--- src/rtl/booth_mult_ctrl.sv ---
// Sequencer for the 16-cycle radix-2 Booth multiplier: operand handshake, start pulse, timeout, product handshake.
// Optional ZERO_BYPASS_EN: zero operands skip the multiplier and return 0 one cycle after acceptance.
module booth_mult_ctrl #(
    parameter int DW          = 16,
    parameter int TIMEOUT_CYC = 20
) (
    input  logic            clk,
    input  logic            rst_n,
    input  logic            in_valid,
    output logic            in_ready,
    input  logic [DW-1:0]   in_mc,
    input  logic [DW-1:0]   in_mp,
    output logic            mult_start,
    output logic [DW-1:0]   mult_mc,
    output logic [DW-1:0]   mult_mp,
    input  logic            mult_ready,
    input  logic [2*DW-1:0] mult_prod,
    output logic            out_valid,
    input  logic            out_ready,
    output logic [2*DW-1:0] out_prod,
    output logic            err
);

    localparam int CW = $clog2(TIMEOUT_CYC) + 1;
    localparam logic [CW-1:0] TMAX = CW'(TIMEOUT_CYC - 1);

    typedef enum logic [2:0] {
        S_IDLE,
        S_LOAD,
        S_ARM,
        S_RUN,
        S_DONE
    } state_t;

    state_t          r_state;
    state_t          w_next;
    logic [DW-1:0]   r_mc;
    logic [DW-1:0]   r_mp;
    logic [2*DW-1:0] r_prod;
    logic            r_err;
    logic [CW-1:0]   r_tcnt;
    logic            w_zero;
    logic            w_accept;
    logic            w_tout;

`ifdef ZERO_BYPASS_EN
    // Decided on the registered pair, so the bypass result lands one cycle after accept
    assign w_zero = (r_mc == '0) || (r_mp == '0);
`else
    assign w_zero = 1'b0;
`endif

    assign w_accept = (r_state == S_IDLE) && in_valid;
    assign w_tout   = (r_tcnt >= TMAX);

    assign mult_mc  = r_mc;
    assign mult_mp  = r_mp;
    assign out_prod = r_prod;
    assign err      = r_err;

    always_ff @(posedge clk or negedge rst_n) begin
        if (!rst_n) begin
            r_state <= S_IDLE;
        end else begin
            r_state <= w_next;
        end
    end

    always_comb begin
        w_next     = r_state;
        in_ready   = 1'b0;
        mult_start = 1'b0;
        out_valid  = 1'b0;
        unique case (r_state)
            S_IDLE: begin
                in_ready = 1'b1;
                if (in_valid) w_next = S_LOAD;
            end
            S_LOAD: begin
                if (w_zero) begin
                    w_next = S_DONE;
                end else begin
                    mult_start = 1'b1;
                    w_next     = S_ARM;
                end
            end
            // Multiplier count is stale until the start edge has passed
            S_ARM: w_next = S_RUN;
            S_RUN: begin
                if (mult_ready || w_tout) w_next = S_DONE;
            end
            S_DONE: begin
                out_valid = 1'b1;
                if (out_ready) w_next = S_IDLE;
            end
            default: w_next = S_IDLE;
        endcase
    end

    always_ff @(posedge clk or negedge rst_n) begin
        if (!rst_n) begin
            r_mc   <= '0;
            r_mp   <= '0;
            r_prod <= '0;
            r_err  <= 1'b0;
            r_tcnt <= '0;
        end else begin
            if (w_accept) begin
                r_mc  <= in_mc;
                r_mp  <= in_mp;
                r_err <= 1'b0;
            end
            if (r_state == S_LOAD && w_zero) begin
                r_prod <= '0;
            end
            if (r_state == S_ARM) begin
                r_tcnt <= '0;
            end else if (r_state == S_RUN && !w_tout) begin
                r_tcnt <= r_tcnt + CW'(1);
            end
            // Ready beats timeout when both occur in the same cycle
            if (r_state == S_RUN) begin
                if (mult_ready) begin
                    r_prod <= mult_prod;
                end else if (w_tout) begin
                    r_err  <= 1'b1;
                    r_prod <= '0;
                end
            end
        end
    end

endmodule

--- config.mk ---
export PLATFORM = sky130hd
export DESIGN_NAME = booth_mult_ctrl
export DESIGN_NICKNAME = d
export VERILOG_FILES = /design/src/rtl/booth_mult_ctrl.sv
export SDC_FILE = /design/constraint.sdc
export NUM_CORES = 1
export LEC_CHECK = 0
export CAP_MARGIN = 25
export CORE_MARGIN = 4
export CORE_UTILIZATION = 35
export DETAILED_ROUTE_END_ITERATION = 6
export GPL_ROUTABILITY_DRIVEN = 0
export PLACE_DENSITY_LB_ADDON = 0.12
export SLEW_MARGIN = 20
export SYNTH_ARGS = -nofsm -noshare
export SYNTH_HDL_FRONTEND = slang
export SYNTH_SLANG_ARGS = --single-unit
export TNS_END_PERCENT = 100
--- constraint.sdc ---
create_clock -name clk -period 4 [get_ports clk]
set_input_delay 1 -clock clk [delete_from_list [all_inputs] [get_ports clk]]
set_output_delay 1 -clock clk [all_outputs]
set_load 0.05 [all_outputs]
== Yosys cells after proc, flatten, opt, wreduce, memory -nomap -nowiden ==
Index checks and enable logic that the tools add are counted.
Cells by class
  $add $sub $neg: 1
  magnitude comparators: 1
  equality and inequality tests: 7
  multiplexer cells: 15
  reductions and logical operators: 9
Operators by type and width (count)
  $mux 32: 2
  $pmux 3 s5: 1
  $mux 6: 2
  $mux 3: 3
  $mux 1: 7
  $add 6x1->6 const B: 1
  $eq 3x2->1 const B: 2
  $ge 6x5->1 const B: 1
  $ne 2x2->1 const B: 3
  $reduce_bool 2->1: 2
  $eq 3x1->1 const B: 1
  $eq 3x3->1 const B: 1
  $logic_not 3->1: 1
  $reduce_and 3->1: 1
  $logic_and 1x1->1: 2
  $reduce_and 2->1: 1
  $logic_not 1->1: 1
  $logic_or 1x1->1: 1
Word-level totals
  bits in registers: 74
  input bits: 69
  output and inout bits: 68
  word-level logic and storage cells: 39

== Longest topological paths before layout ==
Gate-level depths: netlist of the first run.
  depth in word-level cells: 6
  depth in mapped cells: 6
  mapped depth without buffers: 4

== Worst setup path before layout of the first run ==
OpenSTA, ideal clock, no wires.
  path kind: register to output
  from: reg r_state[2]
  to: out in_ready
  arrival: 1.598 ns
  slack: 1.402 ns
  stages on the path, launching flop included: 3
  cell sequence: dfrtp_1 -> buf_2 -> nor3_1
On the way
  cells in the longest elaborated chain, start to end: 2
Ends and longest elaborated chain
  start: declaration: RTL line 35  | state_t r_state;
  start signal: assignment: RTL line 65  | r_state <= w_next;
  $logic_not 3->1: RTL line 74  | unique case (r_state)
  $mux 1: RTL line 74
  end: declaration: RTL line 10  | output logic in_ready,
No other way between the ends.

== Worst setup path after layout of the first run ==
  from: reg r_state[1]
  to: out out_valid
On the way
  cells in the longest elaborated chain, start to end: 2
Ends and longest elaborated chain
  $eq 3x3->1: RTL line 74
  $mux 1: RTL line 74
  end: declaration: RTL line 18  | output logic out_valid,
No other way between the ends.

==> results of run 1 <==
metal layers:
metal,vias to the layer above,share of wire [%],global-route usage (%)
li1,989,-,-
met1,1057,43,18.3
met2,94,44,21.1
met3,8,11,7.08
met4,0,0.80,5.57
met5,-,0,0
metrics by stage:
step | area [sq um] | cells | total power [mW]
after floorplan | 2900 | 194 | 3.00
after global placement | 4320 | 420 | 3.84
after detailed placement | 4320 | 420 | 3.85
after CTS | 4490 | 436 | 4.42
after global routing | 4520 | 437 | 4.59
final | 4520 | 437 | 4.37
cell families after synthesis:
kind of cell	Yosys count	synth area share, %
adders and majority gates	2	0.864
AOI/OAI and AO/OA	44	13.5
buffers and inverters	19	3.63
muxes	34	13.1
DFF	74	63.9
and+or+nand+nor	21	4.97
sequential cells by signal, summed over array words and instances, names as in the netlist:
signal and flops:
r_tcnt 6, err 1, mult_mc 16, mult_mp 16
r_state 3, out_prod 32
how the worst min path moves through the flow:
stage	endpoint	slack [ns]	start
after global routing	out_prod[18]$_DFFE_PN0P_	0.51	out_prod[18]$_DFFE_PN0P_
after floorplan	r_tcnt[0]$_DFFE_PN0P_	0.51	r_tcnt[0]$_DFFE_PN0P_
after global placement	mult_mp[7]$_DFFE_PN0P_	0.47	mult_mp[7]$_DFFE_PN0P_
final	mult_mp[7]$_DFFE_PN0P_	0.49	mult_mp[7]$_DFFE_PN0P_
after CTS	mult_mp[7]$_DFFE_PN0P_	0.50	mult_mp[7]$_DFFE_PN0P_
after detailed placement	mult_mp[7]$_DFFE_PN0P_	0.48	mult_mp[7]$_DFFE_PN0P_
layout by cell type, fill, tap and decap left out:
cell type / netlist / layout
o21ai_1: 1 / 1
a22o_1: 32 / 32
clkbuf_1: 3 / 4
o31ai_4: 1 / 1
o41ai_1: 1 / 1
o41a_1: 1 / 1
o32ai_1: 1 / 1
and3b_1: 1 / 1
buf_16: 0 / 1
nand2b_1: 2 / 2
a21oi_1: 1 / 1
or3b_2: 1 / 1
and2_1: 3 / 3
nand2_1: 3 / 3
o311a_1: 1 / 1
mux2_1: 2 / 2
or3_1: 1 / 1
mux2i_1: 2 / 2
a21boi_0: 1 / 1
nor4b_1: 1 / 1
nor3b_1: 1 / 1
o311ai_0: 1 / 1
nor2_1: 2 / 2
nand3b_1: 1 / 1
mux2_2: 30 / 30
ha_1: 2 / 2
dfrtp_1: 74 / 74
bufinv_16: 0 / 1
nor3_1: 2 / 2
clkbuf_8: 0 / 9
nor4b_4: 1 / 1
clkinv_2: 0 / 2
inv_1: 4 / 4
clkdlybuf4s50_1: 0 / 135
nand4_1: 2 / 2
a31o_2: 1 / 1
buf_4: 0 / 4
a211oi_1: 2 / 2
final cells by class:
cell class                      instances  area, sq um  area share (%)
Clock inverter                          3         40.0           0.885
Tap cell                              102          128            2.82
Clock buffer                           13          139            3.07
Multi-Input combinational cell        101          940            20.8
Sequential cell                        74         1850            41.0
Inverter                                4         15.0           0.332
Timing Repair Buffer                  140         1410            31.2
where the power goes:
part / switching, mW / total (mW) / leakage [nW] / internal (mW)
Clock: 0.255 / 0.543 / 0.0914 / 0.288
Combinational: 1.59 / 2.53 / 0.943 / 0.946
Sequential: 0.200 / 1.29 / 0.912 / 1.09
Total: 2.04 / 4.37 / 1.95 / 2.32
critical path: stages, from the launching register on:
cell             delay, ns
dfrtp_1               0.48
nor2_1                0.18
nand2_1               0.09
inv_1                 0.07
clkdlybuf4s50_1       0.80
==> summary.md, run 1 <==
| Metric | Value |
|---|---|
| Status | complete, no violations |
| Final Core Density | 57.3% |
| Timing endpoint of the critical path | out_valid |
| Antenna violations before repair | 0 |
| Average instance area after synthesis | 14.9 sq um |
| Syn-to-layout area delta | 56.1% |
| Count of input and output buffers | 136 |
| Launching point of the worst reg2reg path | r_tcnt[0]$_DFFE_PN0P_ |
| Flop-to-flop setup slack | roughly 2.0 ns |
| Timing startpoint of the critical path | r_state[1]$_DFFE_PN0P_ |
| Final WS setup | 1.06 ns |
| Number of distinct library cells after synthesis | 34 |
| Number of setup violations in the final report | 0 |
| Average wire per standard cell | 15.9 microns |
| Max Clock Skew | 0.0113 ns |
| Number of nets at the end of the flow | 401 |
| Kind of end point of the critical path | output pin |
| Sequential area share after synthesis | 63.9% |
| Net count of the mapped netlist | 265 |
| Clock buffer depth | 2 |
| Data arrival at the endpoint of the critical path | 1.94 ns |
| Top_reg_cell synth | dfrtp_1 |
| Share of post-route cells with drive strength above 1 | between 10% and 20% |
| I/O pins | 137 |
| Count of TritonRoute iterations in the first routing pass | 4 |
| Post-Synthesis Cell Area | 2900 sq um |
| Worst slew slack as a fraction of its limit | ~64% |
| Post-route clock period utilization | 73.6% |
| DR vias/cell | between 4 and 5 |
| GRT Residual Overflow | 0 |
| Actual slew at the worst max-slew pin | 0.536 ns |
| Worst hold margin | 0.492 ns |
| VDD IR max | 0.480 mV |
| Cts hold-fix bufs | 0 |
| Number of synthesized flops with an enable pin | 0 |
| Routed WL | ~7000 microns |
| Maximum operating frequency | 0.340 GHz |
| Post-cts gate resize count | 0 |
| Pin count of the biggest net entering global routing | 75 |
| Number of maximum-capacitance constraint violations | 0 |
| Sum of negative setup slack | 0 ns |
| Portion of synthesized cell area occupied by the leading cell type | 63.9% |
| Total global routing track utilization | 14.4% |
| Number of DRC violations after detailed-routing iteration 0 | 41 |
| Setup repair after global routing missed its margin | no |
| Detailed-placement wirelength estimate | 4850 microns |
| Worst setup path category | flip-flop to output pin |
| Reg clk slew, reported paths | approximately 0.070 ns |
| Worst-Skew Late Latency | 0.33 ns |
| Total of flip-flops plus latches after synthesis | 74 |
| Min-Delay Path Class | flip-flop to flip-flop |
| CORE AREA | 7890 sq um |
| Number of global-route vias before repair | 2344 |
| Crit-path max FO | 9 |
| Number of buffers created by CTS | 9 |
| Sinks on Clock Net | 74 |
| Worst Reg-to-Reg Cells | 5 |
| WP data required | 3.00 ns |
| Number of cells on the worst hold path | 1 |
| First-pass GRT wire length | around 11000 microns |
| Synthesis warning total | 0 |
| Count of endpoints failing hold in the final timing report | 0 |
| List of most frequent post-synthesis cells | 74 x dfrtp_1, 32 x a22o_1, 30 x mux2_2 |
| Most area-hungry cell type in the Yosys netlist | dfrtp_1 |
| Post-CTS setup-driven buffer insertion count | 0 |
| DRC Markers | 0 |
| Initial core utilization | between 30 and 40% |
| Worst setup slack before clock tree synthesis | 1.38 ns |
| Antenna Diode Count | 0 |
| Root Buffer Master | clkbuf_8 |
| Number of inserted filler cells in the final layout | between 600 and 700 |
| X dimension of the die | 99.0 microns |
| Vert. Die Dim | 99.0 microns |
| Depth of the CTS H-tree | 3 |
| Leakage | 1.95 nW |
| Total via count in the routed design | about 2.1k |
| Cells after Synth | 194 |
| Element type at the critical path start | flip-flop |
| Critical register-to-register path endpoint | out_prod[18]$_DFFE_PN0P_ |
| Min Clock Period, post-route | 2.94 ns |
| Ratio of total power to cell area | 965 nW/um^2 |
| Async SR Flop Fraction | 100% |
| Pins Over Slew Limit | 0 |
| TritonCTS clock tree | done |
| Total Die Area | 9800 sq um |
| Remaining antenna violation count | 0 |
| Top-count cell post-synth | dfrtp_1 |
| Area contributors post-synth | dfrtp_1 64%, mux2_2 12%, a22o_1 9.7% |
| # rows | 32 |
No activity file was read; power rests on OpenSTA's default activity.
==> inputs of run 2 (changes only) <==
==> constraint.sdc (replaced) <==
create_clock -name clk -period 2.9 [get_ports clk]
set_input_delay 0.725 -clock clk [delete_from_list [all_inputs] [get_ports clk]]
set_output_delay 0.725 -clock clk [all_outputs]
set_load 0.05 [all_outputs]
==> run 2 against run 1 <==
Effect of this change:
- hold slack lost 0.25 ns
- count of clock-buffer cells in the layout shrank 3
- sequential share of layout area shrank 0.24 points
- sequential power grew 38%
- core utilization grew 0.33 points
- setup slack lost 0.85 ns
- global-route usage is essentially flat
- final area grew 0.58%
- die area is the same
- critical path depth is the same
- clock power grew 43%
- total power grew 39%
- highest routed layer unchanged
==> summary.md, run 2 (synthesis gave the netlist of run 1 again) <==
| Metric | Value |
|---|---|
| Count of TritonRoute iterations in the first routing pass | 4 (unchanged) |
| Syn-to-layout area delta | 57.0% (was 56.1%) |
| Number of flip-flops in the largest register | 32 (unchanged) |
| First-pass GRT wire length | 11300 microns (was 11400 microns) |
| TritonCTS clock tree | done (unchanged) |
| Number of nets at the end of the flow | 401 (unchanged) |
| Timing startpoint of the critical path | r_state[1]$_DFFE_PN0P_ (unchanged) |
| Initial core utilization | 36.7% (unchanged) |
| VDD IR max | 0.836 mV (was 0.480 mV) |
| Finished layout cell area | 4550 sq um (was 4520 sq um) |
| DRC Markers | 0 (unchanged) |
| # rows | 32 (unchanged) |
| Internal cell power | 3.23 mW (was 2.32 mW) |
| Antenna Diode Count | 0 (unchanged) |
| Min-Delay Path Class | primary input to asynchronous set/reset pin (was flip-flop to flip-flop) |
| Routed WL | 7040 microns (was 6970 microns) |
| Setup repair after global routing missed its margin | no (unchanged) |
| Number of maximum-capacitance constraint violations | 0 (unchanged) |
| Ratio of total power to cell area | 1330 nW/um^2 (was 965 nW/um^2) |
| Clock buffer depth | 2 (unchanged) |
| Number of buffers created by CTS | 9 (unchanged) |
| I/O pins | 137 (unchanged) |
| Crit-path max FO | 9 (unchanged) |
| Actual slew at the worst max-slew pin | 0.532 ns (was 0.536 ns) |
| Most frequent cells in the layout | 135 x clkdlybuf4s50_1, 74 x dfrtp_1, 32 x a22o_1 (unchanged) |
| Sum of negative setup slack | 0 ns (unchanged) |
| Maximum operating frequency | ~0.37 GHz |
| Antenna violations before repair | 0 (unchanged) |
| Count of input and output buffers | 136 (unchanged) |
| Number of setup violations in the final report | 0 (unchanged) |
| Worst hold margin | 0.239 ns (was 0.492 ns) |
| Count of endpoints failing hold in the final timing report | 0 (unchanged) |
| Most common cell after layout, fill and taps aside | clkdlybuf4s50_1 (unchanged) |
| Post-route clock period utilization | between 90 and 100% |
| Element type at the critical path start | flip-flop (unchanged) |
| Worst slew slack as a fraction of its limit | 64.4% (was 64.2%) |
| Post-CTS setup-driven buffer insertion count | 0 (unchanged) |
| Proportion of power drawn by the clock network | 12.8% (was 12.4%) |
| DR vias/cell | 4.89 (was 4.92) |
| Switching power summed over all nets | 2.84 mW (was 2.04 mW) |
| Vert. Die Dim | 99.0 microns (unchanged) |
| Data arrival at the endpoint of the critical path | 1.97 ns (was 1.94 ns) |
| Number of global-route vias before repair | 2191 (was 2344) |
| Total via count in the routed design | 2134 (was 2148) |
| Detailed-placement wirelength estimate | 4980 microns (was 4850 microns) |
| Total Die Area | 9800 sq um (unchanged) |
| Kind of end point of the critical path | output pin (unchanged) |
| Total global routing track utilization | 14.4% (about the same) |
| Reg clk slew, reported paths | 0.07 ns (about the same) |
| Worst-Skew Late Latency | 0.33 ns (about the same) |
| CORE AREA | 7890 sq um (unchanged) |
| Min Clock Period, post-route | 2.70 ns |
| Cts hold-fix bufs | 0 (unchanged) |
| Flop-to-flop setup slack | 0.95 ns (was 2.03 ns) |
| Depth of the CTS H-tree | 3 (unchanged) |
| WP data required | 2.17 ns (was 3.00 ns) |
| Final Core Density | 57.7% (was 57.3%) |
| Pin count of the biggest net entering global routing | 75 (unchanged) |
| Total power of the final layout | 6.07 mW (was 4.37 mW) |
| Launching point of the worst reg2reg path | r_tcnt[0]$_DFFE_PN0P_ (unchanged) |
| Number of DRC violations after detailed-routing iteration 0 | 50 (was 41) |
| Max Clock Skew | 0.00754 ns (was 0.0113 ns) |
| Placement Cell Area | 4330 sq um (was 4320 sq um) |
| X dimension of the die | 99.0 microns (unchanged) |
| Share of post-route cells with drive strength above 1 | 16.2% (was 15.2%) |
| Sinks on Clock Net | 74 (unchanged) |
| Root Buffer Master | clkbuf_8 (unchanged) |
| Switching portion of total power | 46.8% (about the same) |
| GRT Residual Overflow | 0 (unchanged) |
| Post-cts gate resize count | 0 (unchanged) |
| Worst setup path category | flip-flop to output pin (unchanged) |
| Remaining antenna violation count | 0 (unchanged) |
| Seq pwr share | 29.3% (was 29.6%) |
| Leakage | 1.95 nW (about the same) |
| Status | complete, no violations (unchanged) |
| Pins Over Slew Limit | 0 (unchanged) |
| Average wire per standard cell | 16.1 microns (was 15.9 microns) |
| Comb pwr share | 57.9% (was 58.0%) |
-- run 2: final timing paths --
kind / end / depth (start not counted)
setup / recovery: out_valid / 4
setup reg to reg: out_prod[3]$_DFFE_PN0P_ / 5
min in group clk: mult_mp[7]$_DFFE_PN0P_ / 1
max in group asynchronous: out_prod[5]$_DFFE_PN0P_ / 2
hold reg to reg: mult_mp[7]$_DFFE_PN0P_ / 1
hold / removal: r_state[1]$_DFFE_PN0P_ / 1
-- run 2: final cells by class --
type                       count  area [sq um]
timing repair buffer         140          1420
tap                          102           128
sequential                    74          1850
fill                         684          3340
clock inverter                 5          55.1
inverter                       4          15.0
multi-input combinational    101           940
clock buffer                  10           138
-- run 2: power by group through the flow --
| stage | combinational [mW] | sequential, mW | clock, mW |
|---|---|---|---|
| 2_1_floorplan | 0.856 | 3.28 | 0 |
| 3_3_place_gp | 3.52 | 1.78 | 0 |
| 3_5_place_dp | 3.54 | 1.80 | 0 |
| 4_1_cts | 3.55 | 1.78 | 0.809 |
| 5_1_grt | 3.67 | 1.85 | 0.855 |
| 6_report | 3.51 | 1.78 | 0.777 |
-- run 2: routing by layer --
layer  share of wire, %  vias up  global-route usage [%]
met5                  0        -                       0
met2                 45       95                    21.4
li1                   -      987                       -
met1                 43     1042                    18.3
met4                1.6        0                    4.41
met3                 11       10                    7.36
-- run 2: worst max-delay path, stage by stage (launching register included) --
cell             delay (ns)
dfrtp_1                0.48
nor2_1                 0.18
nand2_1                0.10
inv_1                  0.09
clkdlybuf4s50_1        0.80
-- run 2: through the flow --
| step | setup slack (ns) | cells |
|---|---|---|
| floorplan | 0.577 | 194 |
| CTS | 0.178 | 435 |
| detailed placement | 0.555 | 420 |
| finish | 0.205 | 436 |
| global placement | 0.577 | 420 |
| global route | 0.0987 | 436 |
==> inputs of run 3 (changes only) <==
--- a/config.mk
+++ b/config.mk
@@ -10,6 +10,7 @@
 export CORE_UTILIZATION = 35
 export DETAILED_ROUTE_END_ITERATION = 6
 export GPL_ROUTABILITY_DRIVEN = 0
+export HOLD_SLACK_MARGIN = 0.12
 export PLACE_DENSITY_LB_ADDON = 0.12
 export SLEW_MARGIN = 20
 export SYNTH_ARGS = -nofsm -noshare
==> results of run 3 <==
The final DEF is identical to that of run 2; final timing and power are the same.
